## config.mk

```make
export PLATFORM = sky130hd
export DESIGN_NAME = hex_word_serializer
export DESIGN_NICKNAME = d
export VERILOG_FILES = /design/src/rtl/hex_ser_pkg.sv /design/src/rtl/hex_word_serializer.sv
export SDC_FILE = /design/constraint.sdc
export NUM_CORES = 1
export LEC_CHECK = 0
export BUFFER_PORTS_ARGS = -buffer_cell sky130_fd_sc_hd__buf_2
export CAP_MARGIN = 10
export CORE_MARGIN = 5
export CORE_UTILIZATION = 50
export DETAILED_ROUTE_END_ITERATION = 8
export GPL_TIMING_DRIVEN = 0
export PLACE_DENSITY_LB_ADDON = 0.08
export SKIP_LAST_GASP = 1
export SYNTH_ARGS = -nofsm -noshare
export SYNTH_HDL_FRONTEND = slang
export SYNTH_SLANG_ARGS = --single-unit
export TNS_END_PERCENT = 100
```

## constraint.sdc

```tcl
create_clock -name clk -period 2.6 [get_ports clk]
set_clock_uncertainty 0.05 [all_clocks]
set_input_delay 0 -clock clk [delete_from_list [all_inputs] [get_ports clk]]
set_output_delay 0 -clock clk [all_outputs]
set_load 0.05 [all_outputs]
```

## src/rtl/hex_ser_pkg.sv

```systemverilog
// Shared definitions for the hex print blocks: FSM encoding, ASCII constants and
// the nibble-to-character mapping used by any block that prints hex digits.
package hex_ser_pkg;

  typedef enum logic [2:0] {
    ST_IDLE  = 3'd0,
    ST_PFX0  = 3'd1,
    ST_PFX1  = 3'd2,
    ST_DIGIT = 3'd3,
    ST_TERM0 = 3'd4,
    ST_TERM1 = 3'd5
  } hex_ser_state_e;

  localparam logic [7:0] ASCII_CR    = 8'h0D;
  localparam logic [7:0] ASCII_LF    = 8'h0A;
  localparam logic [7:0] ASCII_SPACE = 8'h20;
  localparam logic [7:0] ASCII_ZERO  = 8'h30;
  localparam logic [7:0] ASCII_X     = 8'h78;
  localparam logic [7:0] ASCII_UC_A  = 8'h41;
  localparam logic [7:0] ASCII_LC_A  = 8'h61;

  localparam logic [1:0] TERM_NONE  = 2'd0;
  localparam logic [1:0] TERM_LF    = 2'd1;
  localparam logic [1:0] TERM_CRLF  = 2'd2;
  localparam logic [1:0] TERM_SPACE = 2'd3;

  function automatic logic [7:0] nibble_to_ascii(input logic [3:0] nib, input logic lowercase);
    logic [7:0] base_s;
    if (nib < 4'd10) begin
      base_s = ASCII_ZERO;
      return base_s + {4'd0, nib};
    end else begin
      base_s = lowercase ? ASCII_LC_A : ASCII_UC_A;
      return base_s + {4'd0, nib} - 8'd10;
    end
  endfunction

  // First terminator character; CR LF starts with CR, the LF follows in TERM1.
  function automatic logic [7:0] term_first_char(input logic [1:0] mode);
    logic [7:0] c_s;
    case (mode)
      TERM_LF:    c_s = ASCII_LF;
      TERM_CRLF:  c_s = ASCII_CR;
      TERM_SPACE: c_s = ASCII_SPACE;
      default:    c_s = 8'h00;
    endcase
    return c_s;
  endfunction

endpackage

```

## src/rtl/hex_word_serializer.sv

```systemverilog
// Prints a WIDTH-bit word as ASCII hex over a valid/ready byte stream, MS nibble
// first, with optional "0x" prefix and line terminator; feeds a UART transmitter.
module hex_word_serializer
  import hex_ser_pkg::*;
#(
  parameter int WIDTH     = 16,
  parameter bit LOWERCASE = 1'b0,
  parameter bit PREFIX_EN = 1'b0,
  parameter int TERM_MODE = 2
) (
  input  logic             clk,
  input  logic             rst_n,
  input  logic [WIDTH-1:0] in_data,
  input  logic             in_valid,
  output logic             in_ready,
  output logic [7:0]       out_char,
  output logic             out_valid,
  input  logic             out_ready,
  output logic             busy
);

  localparam int NDIG  = WIDTH / 4;
  localparam int CNT_W = $clog2(NDIG) + 1;
  localparam logic [1:0]       TERM     = 2'(TERM_MODE);
  localparam logic [CNT_W-1:0] LAST_DIG = CNT_W'(NDIG - 1);

  generate
    if ((WIDTH % 4) != 0 || WIDTH < 4) begin : g_bad_width
      $error("hex_word_serializer: WIDTH must be a multiple of 4 and >= 4");
    end
    if (TERM_MODE < 0 || TERM_MODE > 3) begin : g_bad_term
      $error("hex_word_serializer: TERM_MODE must be 0..3");
    end
  endgenerate

  hex_ser_state_e   state_q, state_d;
  logic [WIDTH-1:0] shreg_q, shreg_d;
  logic [CNT_W-1:0] cnt_q, cnt_d;
  logic [7:0]       char_q, char_d;
  logic             valid_q, valid_d;
  logic [WIDTH-1:0] shifted_s;
  logic             accept_s;

  assign shifted_s = shreg_q << 4;
  assign accept_s  = valid_q & out_ready;

  // State, shift register, digit counter and output registers.
  always_ff @(posedge clk or negedge rst_n) begin
    if (!rst_n) begin
      state_q <= ST_IDLE;
      shreg_q <= '0;
      cnt_q   <= '0;
      char_q  <= 8'h00;
      valid_q <= 1'b0;
    end else begin
      state_q <= state_d;
      shreg_q <= shreg_d;
      cnt_q   <= cnt_d;
      char_q  <= char_d;
      valid_q <= valid_d;
    end
  end

  // Next-state logic: every accepted character loads its successor on the same edge.
  always_comb begin
    state_d = state_q;
    shreg_d = shreg_q;
    cnt_d   = cnt_q;
    char_d  = char_q;
    valid_d = valid_q;
    case (state_q)
      ST_IDLE: begin
        if (in_valid) begin
          shreg_d = in_data;
          cnt_d   = '0;
          valid_d = 1'b1;
          if (PREFIX_EN) begin
            state_d = ST_PFX0;
            char_d  = ASCII_ZERO;
          end else begin
            state_d = ST_DIGIT;
            char_d  = nibble_to_ascii(in_data[WIDTH-1 -: 4], LOWERCASE);
          end
        end else begin
          valid_d = 1'b0;
        end
      end
      ST_PFX0: begin
        if (accept_s) begin
          state_d = ST_PFX1;
          char_d  = ASCII_X;
        end else begin
          state_d = ST_PFX0;
        end
      end
      ST_PFX1: begin
        if (accept_s) begin
          state_d = ST_DIGIT;
          char_d  = nibble_to_ascii(shreg_q[WIDTH-1 -: 4], LOWERCASE);
        end else begin
          state_d = ST_PFX1;
        end
      end
      ST_DIGIT: begin
        if (accept_s) begin
          if (cnt_q == LAST_DIG) begin
            if (TERM == TERM_NONE) begin
              state_d = ST_IDLE;
              valid_d = 1'b0;
            end else begin
              state_d = ST_TERM0;
              char_d  = term_first_char(TERM);
            end
          end else begin
            shreg_d = shifted_s;
            cnt_d   = cnt_q + CNT_W'(1);
            char_d  = nibble_to_ascii(shifted_s[WIDTH-1 -: 4], LOWERCASE);
          end
        end else begin
          state_d = ST_DIGIT;
        end
      end
      ST_TERM0: begin
        if (accept_s) begin
          if (TERM == TERM_CRLF) begin
            state_d = ST_TERM1;
            char_d  = ASCII_LF;
          end else begin
            state_d = ST_IDLE;
            valid_d = 1'b0;
          end
        end else begin
          state_d = ST_TERM0;
        end
      end
      ST_TERM1: begin
        if (accept_s) begin
          state_d = ST_IDLE;
          valid_d = 1'b0;
        end else begin
          state_d = ST_TERM1;
        end
      end
      default: begin
        state_d = ST_IDLE;
        valid_d = 1'b0;
      end
    endcase
  end

  assign in_ready  = (state_q == ST_IDLE) & rst_n;
  assign busy      = (state_q != ST_IDLE);
  assign out_char  = char_q;
  assign out_valid = valid_q;

endmodule

```

==> reports/qor.yml <==
clk_pin_slew_worst_paths_ns: 0.07
report.final.slew_viol_count: 0
drc: 0
run_status: "completed"
cts_made_buffers: 5
layout-drive-gt1-share_pct: 28.6
starting_density_of_the_core_pct: 50.8
leakagePower_uw: 0.00114
hold-path-cell-count: 3
timing.slew.headroom_pct: 55.2
globalRoute.totalOverflow: 0
area_growth_pct: 18.5
buffers_and_inverters_on_the_worst_path: 2
worstSetupEndpointType: "flip-flop"
grt_pass1_vias: 1715
synth-warning-count: 0
critPathArrivalTime_ns: 2.34
cpPeakStageDelay_ns: 0.40
worst_slew_pin_slew_ns: 0.672
worst_hold_slack_ns: 0.0183
yosys.cell_types.count: 52
finish.net_count: 272
cpLargestDelayFamily: "adder cells"
drt_pre_antenna_iters: 4
crit_cells: 7
hpwlAfterDp_mm: 3.57
timing.final.crit_share_pct: 85.5
cts.path.max_buffers: 2
r2r.worst_path.cells: 7
cts_h_tree_lvls: 2
syn_area_mm2: 0.00199
port_buffers: 28
grt_max_degree: 32
crit_path_max_fanout: 10
drt_via_density: 5.62
critical_path.cell_chain: "ha_1, ha_1, inv_1, nand3_4, a21oi_4, buf_8, mux2_4"
setup_total_negative_slack_ns: 0
timing.hold.worst_endpoint: "shreg_q[12]"
post_synth_inst_count: 205
yosysSeqAreaShare_pct: 37.8
gp_congestion: 0.951
met1_usage_in_global_routing_pct: 25.9
timing.fmax_mhz: 450
core_region_area_mm2: 0.00391
worstReg2RegEnd: "cnt_q[2]"
timing_worst_setup_path_type: "reg2reg"
grt_first_pass_wirelength_mm: 8.16
die_width_um: 73.0
cap_violations: 0
tritoncts: "done"
postSynthNetCount: 230
clock-root-buffer: "clkbuf_8"
rsz0062_at_grt: "no"
met3_usage_pct: 3.99
rrSetupSlack_ns: 0.38
number_of_sinks_driven_by_the_clock_tree: 30
clock_insertion_delay_worst_skew_ns: 0.28
grt_busiest_layer: "met2"
worstSetupStartpointType: "flip-flop"
ios: 31
gr-usage-all-layers_pct: 19.9
final-setup-viol-count: 0
power_density_mw_per_mm2: 396
worst_hold_path_type: "in2reg"
num_rows: 23
ys_async_sr_fraction_pct: 100
worst_r2r_startpoint: "cnt_q[0]"
synth.top_cells.by_area: "dfrtp_1 38%, mux2_2 9.6%, mux2i_1 6.0%"
antenna_cells: 0
wl_per_cell_um: 16.4
critical-path-slowest-cell: "dfrtp_1"
cpMostUsedCell: "ha_1"
peakVddDrop_v: 0.000239
drt-total-wl_mm: 4.88
grt_antenna_before_repair: 0
vias: 1676
post_route_antenna_net_violation_count: 0
synth_edf_count: 0
ys_ff_latch: 30
holdCritStartpoint: "in_data[12]"
finalHoldViolations: 0
groute.layer.met2.usage_pct: 32.5
synth_flop_cell: "dfrtp_1"
dieArea_mm2: 0.00533
drt-initial-drc-count: 132
period_minus_slack_ns: 2.22
dieHeight_um: 73.0
post_synth_top_area_cell: "dfrtp_1"
cp_required_ns: 2.72
synth_top_cell_area_share_pct: 37.8
avgSynthCellArea_um2: 9.69
-- worst reg2reg max path: stages, from the launching register on --
cell	delay, ns
dfrtp_1	0.40
ha_1	0.21
ha_1	0.28
inv_1	0.18
nand3_4	0.09
a21oi_4	0.37
buf_8	0.22
mux2_4	0.31
-- metal layers --
metal  share of wire (%)  vias up
li1                    -      823
met1                  45      814
met2                  49       33
met3                 4.6        6
met4                 1.2        0
met5                   0        -
-- cells by family (layout without fill, tap and decap cells) --
family / Yosys count / in the layout / share of synthesized area [%]
adders and majority gates: 5 / 5 / 3.15
and+or+nand+nor: 53 / 53 / 15.2
AOI/OAI and AO/OA: 53 / 53 / 17.7
other: 1 / 1 / 0.189
xor gates and xnor gates: 4 / 4 / 1.76
muxes: 31 / 31 / 17.2
buffers and inverters: 28 / 71 / 6.99
DFF: 30 / 30 / 37.8
-- repair_timing --
action | in CTS | in global routing
buffers inserted | 0 | 0
gates resized for setup | 0 | 0
hold buffers | 7 | 0
hold endpoints to repair | 36 | 0
-- sequential cells by signal, indices dropped and copies added, names as in the netlist --
name and flops:
state_q 3, out_valid 1, shreg_q 16, cnt_q 3, out_char 7
-- stage by stage --
stage	setup slack, ns	power, uW	instance area, um2	util (%)	std cells
6_report	0.377	932	2350	60.2	298
5_1_grt	0.271	971	2350	60.2	298
4_1_cts	0.374	948	2350	60.2	298
3_5_place_dp	0.378	537	2190	55.9	283
3_3_place_gp	0.386	535	2190	55.9	283
2_1_floorplan	0.545	506	1990	-	205
-- worst max path at each step --
| stage | startpoint | endpoint | slack [ns] |
|---|---|---|---|
| final | cnt_q[0] | cnt_q[2] | 0.38 |
| after detailed placement | cnt_q[0] | cnt_q[2] | 0.38 |
| after global placement | cnt_q[0] | cnt_q[1] | 0.39 |
| after CTS | cnt_q[0] | cnt_q[2] | 0.37 |
| after floorplan | out_valid | cnt_q[1] | 0.54 |
| after global routing | cnt_q[0] | cnt_q[2] | 0.27 |
-- cell usage after synthesis, types with 2 or more instances --
master    instances
o211ai_1          4
o21ai_0          16
mux2i_1          12
inv_1            14
o32ai_1           2
nand3_1           4
buf_4             3
a211oi_1          3
nor3b_1           2
mux2_4            2
clkbuf_1          5
xnor2_1           4
nand4_1           2
a21oi_1          10
o311ai_0          2
nand2b_1          3
mux2_2           17
o22ai_1           2
nor2_1            7
buf_2             3
dfrtp_1          30
nand2_1          15
o31ai_1           2
and4b_1           3
ha_1              5
and3_1            3
nor2b_1           4
or2_2             2
-- layout by cell type, fill, tap and decap left out, types with 2 or more instances in the layout --
cell / netlist / final
buf_2: 3 / 31
dfrtp_1: 30 / 30
mux2_2: 17 / 17
o21ai_0: 16 / 16
nand2_1: 15 / 15
inv_1: 14 / 14
mux2i_1: 12 / 12
a21oi_1: 10 / 10
nor2_1: 7 / 7
dlygate4sd3_1: 0 / 7
clkbuf_8: 0 / 6
clkbuf_1: 5 / 5
ha_1: 5 / 5
nor2b_1: 4 / 4
o211ai_1: 4 / 4
nand3_1: 4 / 4
xnor2_1: 4 / 4
and3_1: 3 / 3
buf_4: 3 / 3
a211oi_1: 3 / 3
nand2b_1: 3 / 3
and4b_1: 3 / 3
mux2_4: 2 / 2
o311ai_0: 2 / 2
o22ai_1: 2 / 2
nor3b_1: 2 / 2
or2_2: 2 / 2
o32ai_1: 2 / 2
o31ai_1: 2 / 2
nand4_1: 2 / 2
-- power breakdown --
group / internal (uW) / switching, uW / leakage [uW]
Combinational: 32.0 / 37.1 / 0.000723
Sequential: 467 / 0.0000000728 / 0.000367
Clock: 212 / 184 / 0.0000472
Total: 711 / 221 / 0.00114
-- area by class of cell --
class / count / area (um2)
Buffer: 13 / 82.6
Timing Repair Buffer: 35 / 210
Fill cell: 374 / 1560
Tap cell: 50 / 62.6
Inverter: 15 / 56.3
Multi-Input combinational cell: 147 / 1100
Clock inverter: 2 / 12.5
Sequential cell: 30 / 751
Clock buffer: 6 / 82.6
Power figures use the tool's default switching activity.
